==> config.mk <==
export PLATFORM = sky130hd
export DESIGN_NAME = square_move_serializer_flat
export DESIGN_NICKNAME = d
export VERILOG_FILES = /design/src/rtl/square_move_serializer_if.sv /design/src/rtl/square_move_serializer.sv /design/src/flat_wrapper.sv
export SDC_FILE = /design/constraint.sdc
export NUM_CORES = 2
export LEC_CHECK = 0
export ABC_AREA = 0
export CAP_MARGIN = 20
export CORE_UTILIZATION = 58
export CTS_CLUSTER_SIZE = 10
export DETAILED_ROUTE_END_ITERATION = 10
export PLACE_DENSITY = 0.89
export SYNTH_ARGS = -nofsm -noshare
export SYNTH_HDL_FRONTEND = slang
export SYNTH_SLANG_ARGS = --single-unit
export TNS_END_PERCENT = 100
==> constraint.sdc <==
create_clock -name clk -period 43.1 [get_ports clk]
set_input_delay 4.31 -clock clk [delete_from_list [all_inputs] [get_ports clk]]
set_output_delay 4.31 -clock clk [all_outputs]
set_load 0.02 [all_outputs]
==> src/rtl/square_move_serializer_if.sv <==
// Valid/ready move stream from a square's serializer to the move collector.
interface square_move_serializer_if #(
    parameter int N_DIR  = 16,
    parameter int MOVE_W = 32
);
    localparam int IDX_W = $clog2(N_DIR);

    logic              out_valid;
    logic              out_ready;
    logic [MOVE_W-1:0] out_move;
    logic [IDX_W-1:0]  out_index;

    modport master (output out_valid, output out_move, output out_index, input out_ready);
    modport slave  (input out_valid, input out_move, input out_index, output out_ready);
endinterface

==> src/rtl/square_move_serializer.sv <==
// Snapshots N_DIR move words on start and streams the non-empty ones over a valid/ready link.
// Optional capture-first ordering: define SQUARE_MOVE_SERIALIZER_CAPTURE_FIRST_EN.
module square_move_serializer #(
    parameter int N_DIR   = 16,
    parameter int MOVE_W  = 32,
    parameter int CAP_LSB = 18,
    parameter int CAP_W   = 6,
    localparam int IDX_W  = $clog2(N_DIR),
    localparam int CNT_W  = $clog2(N_DIR + 1)
) (
    input  logic                      clk,
    input  logic                      clear,
    input  logic                      start,
    input  logic                      abort,
    input  logic [N_DIR*MOVE_W-1:0]   move_in,
    square_move_serializer_if.master  mv,
    output logic                      busy,
    output logic                      done,
    output logic [CNT_W-1:0]          move_count
);
    typedef enum logic [1:0] {S_IDLE, S_EMIT, S_DONE} state_t;

    state_t            state;
    logic [MOVE_W-1:0] snap [N_DIR];
    logic [N_DIR-1:0]  mask;
    logic [CNT_W-1:0]  cnt;

    logic [N_DIR-1:0]  onehot, acc_mask, start_mask, src_mask, pick_mask;
    logic [IDX_W-1:0]  nsel;
    logic [MOVE_W-1:0] nmove;
`ifdef SQUARE_MOVE_SERIALIZER_CAPTURE_FIRST_EN
    logic [N_DIR-1:0]  cap, start_cap, src_cap, acc_cap;
`endif

    // Next selection is computed from the post-acceptance mask so the following move
    // can be registered on the same edge, keeping one move per cycle.
    always_comb begin
        onehot = '0;
        onehot[mv.out_index] = 1'b1;
        acc_mask = mask & ~onehot;
        for (int unsigned i = 0; i < N_DIR; i++)
            start_mask[i] = |move_in[i*MOVE_W +: MOVE_W];
        src_mask = (state == S_IDLE) ? start_mask : acc_mask;
`ifdef SQUARE_MOVE_SERIALIZER_CAPTURE_FIRST_EN
        for (int unsigned i = 0; i < N_DIR; i++)
            start_cap[i] = |move_in[i*MOVE_W+CAP_LSB +: CAP_W];
        acc_cap   = cap & ~onehot;
        src_cap   = (state == S_IDLE) ? start_cap : acc_cap;
        pick_mask = (|(src_mask & src_cap)) ? (src_mask & src_cap) : src_mask;
`else
        pick_mask = src_mask;
`endif
        nsel = '0;
        for (int unsigned i = N_DIR; i > 0; i--)
            if (pick_mask[i-1]) nsel = IDX_W'(i - 1);
        nmove = (state == S_IDLE) ? move_in[nsel*MOVE_W +: MOVE_W] : snap[nsel];
    end

    always_ff @(posedge clk or posedge clear) begin
        if (clear) begin
            state        <= S_IDLE;
            mask         <= '0;
            cnt          <= '0;
            busy         <= 1'b0;
            done         <= 1'b0;
            move_count   <= '0;
            mv.out_valid <= 1'b0;
            mv.out_move  <= '0;
            mv.out_index <= '0;
            for (int unsigned i = 0; i < N_DIR; i++) snap[i] <= '0;
`ifdef SQUARE_MOVE_SERIALIZER_CAPTURE_FIRST_EN
            cap          <= '0;
`endif
        end else begin
            done <= 1'b0;
            case (state)
                S_IDLE: begin
                    if (start && !abort) begin
                        for (int unsigned i = 0; i < N_DIR; i++)
                            snap[i] <= move_in[i*MOVE_W +: MOVE_W];
                        mask <= start_mask;
`ifdef SQUARE_MOVE_SERIALIZER_CAPTURE_FIRST_EN
                        cap  <= start_cap;
`endif
                        cnt  <= '0;
                        busy <= 1'b1;
                        if (|start_mask) begin
                            state        <= S_EMIT;
                            mv.out_valid <= 1'b1;
                            mv.out_move  <= nmove;
                            mv.out_index <= nsel;
                        end else begin
                            state      <= S_DONE;
                            done       <= 1'b1;
                            move_count <= '0;
                        end
                    end
                end
                S_EMIT: begin
                    // abort outranks a same-cycle acceptance
                    if (abort) begin
                        state        <= S_IDLE;
                        mask         <= '0;
`ifdef SQUARE_MOVE_SERIALIZER_CAPTURE_FIRST_EN
                        cap          <= '0;
`endif
                        mv.out_valid <= 1'b0;
                        busy         <= 1'b0;
                    end else if (mv.out_ready) begin
                        mask <= acc_mask;
`ifdef SQUARE_MOVE_SERIALIZER_CAPTURE_FIRST_EN
                        cap  <= acc_cap;
`endif
                        cnt  <= cnt + 1'b1;
                        if (|acc_mask) begin
                            mv.out_move  <= nmove;
                            mv.out_index <= nsel;
                        end else begin
                            state        <= S_DONE;
                            mv.out_valid <= 1'b0;
                            done         <= 1'b1;
                            move_count   <= cnt + 1'b1;
                        end
                    end
                end
                default: begin
                    state <= S_IDLE;
                    busy  <= 1'b0;
                end
            endcase
        end
    end
endmodule
==> src/flat_wrapper.sv <==
// flat-port wrapper written by rule: the top's interface ports become plain ports
module square_move_serializer_flat 
#(
    parameter int N_DIR   = 16,
    parameter int MOVE_W  = 32,
    parameter int CAP_LSB = 18,
    parameter int CAP_W   = 6,
    localparam int IDX_W  = $clog2(N_DIR),
    localparam int CNT_W  = $clog2(N_DIR + 1)
)
  (clk, clear, start, abort, move_in, busy, done, move_count, mv_out_valid, mv_out_move, mv_out_index, mv_out_ready);
  square_move_serializer_if #(.N_DIR(N_DIR), .MOVE_W(MOVE_W)) mv_i ();
  input  logic clk;
  input  logic clear;
  input  logic start;
  input  logic abort;
  input  logic [N_DIR*MOVE_W-1:0] move_in;
  output logic busy;
  output logic done;
  output logic [CNT_W-1:0] move_count;
  output wire logic [$bits(mv_i.out_valid)-1:0] mv_out_valid;
  output wire logic [$bits(mv_i.out_move)-1:0] mv_out_move;
  output wire logic [$bits(mv_i.out_index)-1:0] mv_out_index;
  input wire logic [$bits(mv_i.out_ready)-1:0] mv_out_ready;
  assign mv_out_valid = mv_i.out_valid;
  assign mv_out_move = mv_i.out_move;
  assign mv_out_index = mv_i.out_index;
  assign mv_i.out_ready = mv_out_ready;
  square_move_serializer #(.N_DIR(N_DIR), .MOVE_W(MOVE_W), .CAP_LSB(CAP_LSB), .CAP_W(CAP_W)) u_core (.clk(clk), .clear(clear), .start(start), .abort(abort), .move_in(move_in), .mv(mv_i), .busy(busy), .done(done), .move_count(move_count));
endmodule
Word-level counts from Yosys, hierarchy flattened:

Index checks and enable logic that the tools add are counted.
W data, S select, Z words.

* shifts and indexed selects: 1
* add/subtract/negate cells: 1
* muxes and demuxes: 70
* reduce and logical (&&, ||, !) cells: 31
* bitwise logic cells: 3
* magnitude comparators: 3
* eq/ne operators: 11

Operators by type and width (number)
* $reduce_or A32 Y1: 16
* $reduce_or A512 Y1: 1
* $shiftx A512 B10 Y32: 1
* $mux W32: 8
* $bmux W32 S4: 1
* $mux W4: 21
* $mux W16: 4
* $pmux W32 S2: 1
* $mux W5: 8
* $pmux W16 S2: 1
* $pmux W5 S2: 2
* $and A16 B16 Y16: 1
* $not A16 Y16: 1
* $reduce_or A16 Y1: 1
* $ne A2 B2 Y1 const B: 7
* $mux W1: 13
* $reduce_and A6 Y1: 2
* $mux W2: 5
* $pmux W4 S2: 1
* $ne A3 B3 Y1 const B: 2
* $pmux W1 S2: 3
* $reduce_and A3 Y1: 2
* $add A5 B1 Y5 const B: 1
* $ge A5 B5 Y1 const B: 1
* other kinds (14): 16

* output and inout port bits: 44
* bits of input ports: 517
* register bits: 579

Logic depth before layout (Yosys ltp):

* depth after elaboration: 32
* depth in mapped cells: 17

Worst setup path before layout:

OpenSTA, ideal clock, no wires.

* kind: input -> register
* from: in move_in[336]
* to: reg u_core.mv.out_move[0]
* slack: 36.104 ns
* path buffers: 2
* stages: 12
* arrival time: 6.866 ns
* cell sequence: nor4_1 -> nand4_1 -> o31ai_2 -> o211ai_1 -> a311o_1 -> a31o_1 -> buf_6 -> buf_6 -> mux2_4 -> a222oi_1 -> nor4b_2 -> a211oi_1

* cells in the longest elaborated chain, start to end: 22
* elaborated cells between the ends (all ways): 28
* classes of those cells: eq/ne (1); shift (1); mux (22); bitwise (1); reduce/logical (3)

RTL lines
* start, declared: line flat_wrapper.sv:17 `input logic [N_DIR*MOVE_W-1:0] move_in;`
* branches (longest 22 deep; another with $reduce_or A32 Y1)
* end signal, assigned: line square_move_serializer.sv:90 `mv.out_move <= nmove;`
* end signal, assigned: line square_move_serializer.sv:116 `mv.out_move <= nmove;`
* end, declared: line square_move_serializer_if.sv:13 `modport master (output out_valid, output out_move, output out_index, input out_ready);`

Parallel ways; which one is timed is not known. The select of a mux whose other input is x is not followed.
A chain may end at the register's enable or synchronous reset.

Worst setup path after layout:

* from: in move_in[1]
* to: reg u_core.mv.out_move[6]

* cells in the longest elaborated chain, start to end: 12
* elaborated cells between the ends (all ways): 18
* classes of those cells: eq/ne (1); shift (1); mux (12); bitwise (1); reduce/logical (3)

RTL lines
* branches (longest 12 deep; another with $shiftx A512 B10 Y32)

Parallel ways; which one is timed is not known. The select of a mux whose other input is x is not followed.

==> reports/summary.md <==
* completed — run status
* 0.62 ns — clock latency on the worst-skew pair
* 0 ns — accumulated negative setup slack
* buffers and inverters — Top Family by Delay on Critical Path
* clkbuf_16 — Root Buffer
* 561 — number of I/O pins
* 0 — residual DRC count
* 0.0232 ns — final setup skew
* 102 mm — post-detailed-placement half-perimeter wirelength
* 54000 sq um — Core ar.
* 0.259 — final clock period utilization by the worst path
* 0.339 — Combinational Power Share
* 24.4% — area growth from synthesis to layout
* 1.11 — final estimated routing congestion in global placement
* reg -> reg — hold crit path type
* 0.0427 mV — maximum ir drop on the vdd rail
* 0 — final max-slew violation count
* 11 — router iterations before antenna repair
* 0 — number of post-CTS setup repair buffers
* 0 — antenna viol nets, final
* 31.55 ns — Setup Slack @ Placement
* 28.8 microns — WL/cell
* 0.455 — share of synthesized area occupied by flip-flops and latches
* dfrtp_1 (45%), nand2_1 (18%), mux2i_1 (15%) — Area contributors post-synth
* nand2_1 — most frequent standard cell in the layout excluding fill and tap cells
* clkdlybuf4s50_1, nor4_1, nand4_1, nor4_1, o21ai_0, nor2_1, a31o_4, buf_4, buf_4, buf_4, mux2i_1, o221ai_1, nor4_1, a211oi_1 — worst-path cell chain
* dfrtp_1 — leading register cell type out of synthesis
* 50.6 nW/um^2 — power density relative to cell area
* 85 — std cell rows
* 0.273 — power share of the clock group
* 1.26 mW — Internal Pwr Total
* 0.388 — share of power burned in registers
* 579 — Seq cells post-synth
* 560 — input/output buffers
* 3 — Clock H-tree levels
* 68 — library cells used by synthesis
* 14 — number of antenna violations at the first check in global routing
* dfrtp_1 — cell type with the largest total area after synthesis
* 261 — largest net degree at the start of global routing
* 0 — number of max-cap violations
* 89.6 MHz — Max Clk Rate
* 0.743 mW — switching power
* 0.94 ns — delay of the slowest cell on the worst path
* 55900 sq um — Die Footprint
* 1.38 ns — transition time at the pin with the least slew margin
* false — unrepaired setup endpoints after global routing
* 0.370 — switching fraction of total power
* 2.01 mW — Final Total Pwr
* 17.7 nW — leakage component of the power
* in -> reg — critical path class
* 6.76 — vias per cell
* built — clock tree from TritonCTS
* 579 — TritonCTS Sinks
* register — element type at the critical path end
* 6352 — count of routing violations after the opening detailed-route iteration
* 4759 — placed cell count
* 11.17 ns — minimum clock period after layout
* 0 — Resized cells post-CTS
* 4 — buffers plus inverters on the worst setup path
* 4654 — net total in the final layout
* 8.57 sq um — synthesized area per cell
* nand2_1 (1558), dfrtp_1 (579), clkdlybuf4s50_1 (560) — most used cells in the layout excluding fill and tap cells
* 0 — count of endpoints failing hold in the final timing report
* input port — Critical Path Source Type
* 0 — cts-stage hold buffer count
* 0.734 — fraction of the core area covered by cells at the end of the flow
* 11.67 ns — arrival time reported for the critical path endpoint
* 31900 sq um — cell area after synthesis
* 0.0789 — worst rel slew slack
* buf_4 — critical path's slowest cell
* 31.93 ns — Worst Setup Slack, final
* 64 — Max Fanout on Critical Path
* 236 microns — die extent in x
* 140 mm — wire length reported by the detailed router
* 3 — number of buffers on the longest clock path
* 0 — Post-synth EDFFs
* 32800 — count of vias placed by the detailed router
* 0.493 — global router's overall resource usage
* 0.06 ns — clock slew at reported path FFs
* 1.00 — ys async rst share
* 43.61 ns — required arrival time at the worst endpoint
* 236 microns — vertical extent of the die
* 4856 — count of non-filler cells in the finished layout
* 3720 — cell count after synthesis
* 0.455 — top cell type's share of synthesized area
* 0 — number of synthesis warnings
* 4238 — number of nets in the synthesized netlist
* 0 — leftover overflow at the end of global routing
* 0.0460 — fraction of final layout cells sized beyond drive strength 1
* 30700 — via count of the first global-routing pass
* 202 mm — first-pass GRT wire length
* 70 — clock buffers created by TritonCTS
* 0.590 — effective utilization at floorplan
* 0 — final setup fails
registers in the layout, indices dropped and copies added, names as in the netlist:
signal and count:
u_core.snap 512, u_core.mv.out_valid 1, u_core.state 2, u_core.done 1, u_core.mv.out_move 32, u_core.cnt 5, u_core.mask 16, u_core.move_count 5
u_core.busy 1, u_core.mv.out_index 4
per-layer routing:
layer | global-route usage | up-vias | share of wire
li1 | - | 13700 | -
met1 | 0.628 | 15700 | 0.35
met2 | 0.674 | 2900 | 0.40
met3 | 0.208 | 606 | 0.16
met4 | 0.347 | 14 | 0.085
met5 | 0 | - | 0.00067
power groups by stage:
stage	clock network [mW]	logic, mW	registers, mW
finish	0.548	0.680	0.779
global route	0.565	0.708	0.789
CTS	0.543	0.650	0.771
detailed placement	0	0.645	0.778
global placement	0	0.632	0.772
floorplan	0	0.387	0.766
cell type report:
| cell class | count | area [sq um] |
|---|---|---|
| fill | 3992 | 14400 |
| inverter | 11 | 48.8 |
| sequential | 579 | 14500 |
| multi-input combinational | 2881 | 16300 |
| timing repair buffer | 593 | 5940 |
| clock buffer | 84 | 1920 |
| antenna | 5 | 12.5 |
| tap | 696 | 871 |
| clock inverter | 7 | 82.6 |
Yosys cell counts (7+ instances only):
master and n:
o21a_1 14, buf_2 48, inv_1 11, clkbuf_1 169, o31ai_1 13, buf_4 21
o21ai_0 58, nand2_1 1560, nand4_1 39, mux2_1 7, nand2b_1 12, buf_6 7
nor3_1 32, dfrtp_1 579, nor2_1 80, a21oi_1 35, mux2_2 48, o21ai_1 7
o22ai_1 179, mux2i_1 466, a222oi_1 7, a211oi_1 32, nor4_1 160, o221ai_1 42
logic make-up after synthesis:
family | after synthesis | synth area share
flip-flops | 579 | 0.455
AND/OR/NAND/NOR | 1929 | 0.252
adder cells (fa/ha/maj) | 1 | 0.000393
XOR/XNOR | 3 | 0.000825
AO/OA/AOI/OAI | 426 | 0.0892
multiplexers | 522 | 0.166
buffers and inverters | 260 | 0.0368
tightest hold or removal path: stages, from the launching register on:
cell     delay (ns)
dfrtp_1        0.34
nand2_1        0.05
nand2_1        0.06
final timing paths:
path / start / to / slack, ns / cells past startpoint
setup / recovery: move_in[1] / u_core.mv.out_move[6]$_DFFE_PP0P_ / 31.93 / 14
hold / removal: u_core.snap[371]$_DFFE_PP0P_ / u_core.snap[371]$_DFFE_PP0P_ / 0.47 / 2
setup reg to reg: u_core.state[0]$_DFFE_PP0P_ / u_core.mv.out_move[6]$_DFFE_PP0P_ / 36.04 / 13
hold reg to reg: u_core.snap[371]$_DFFE_PP0P_ / u_core.snap[371]$_DFFE_PP0P_ / 0.47 / 2
max in group asynchronous: clear / u_core.snap[15]$_DFFE_PP0P_ / 36.43 / 4
min in group asynchronous: clear / u_core.snap[472]$_DFFE_PP0P_ / 4.23 / 2
per-stage QoR:
step | area, sq um | hold slack (ns)
global placement | 37600 | 0.449
floorplan | 31900 | 0.438
finish | 39600 | 0.473
detailed placement | 37600 | 0.457
global route | 39600 | 0.484
CTS | 39600 | 0.473
(Power assumes the default switching activity.)
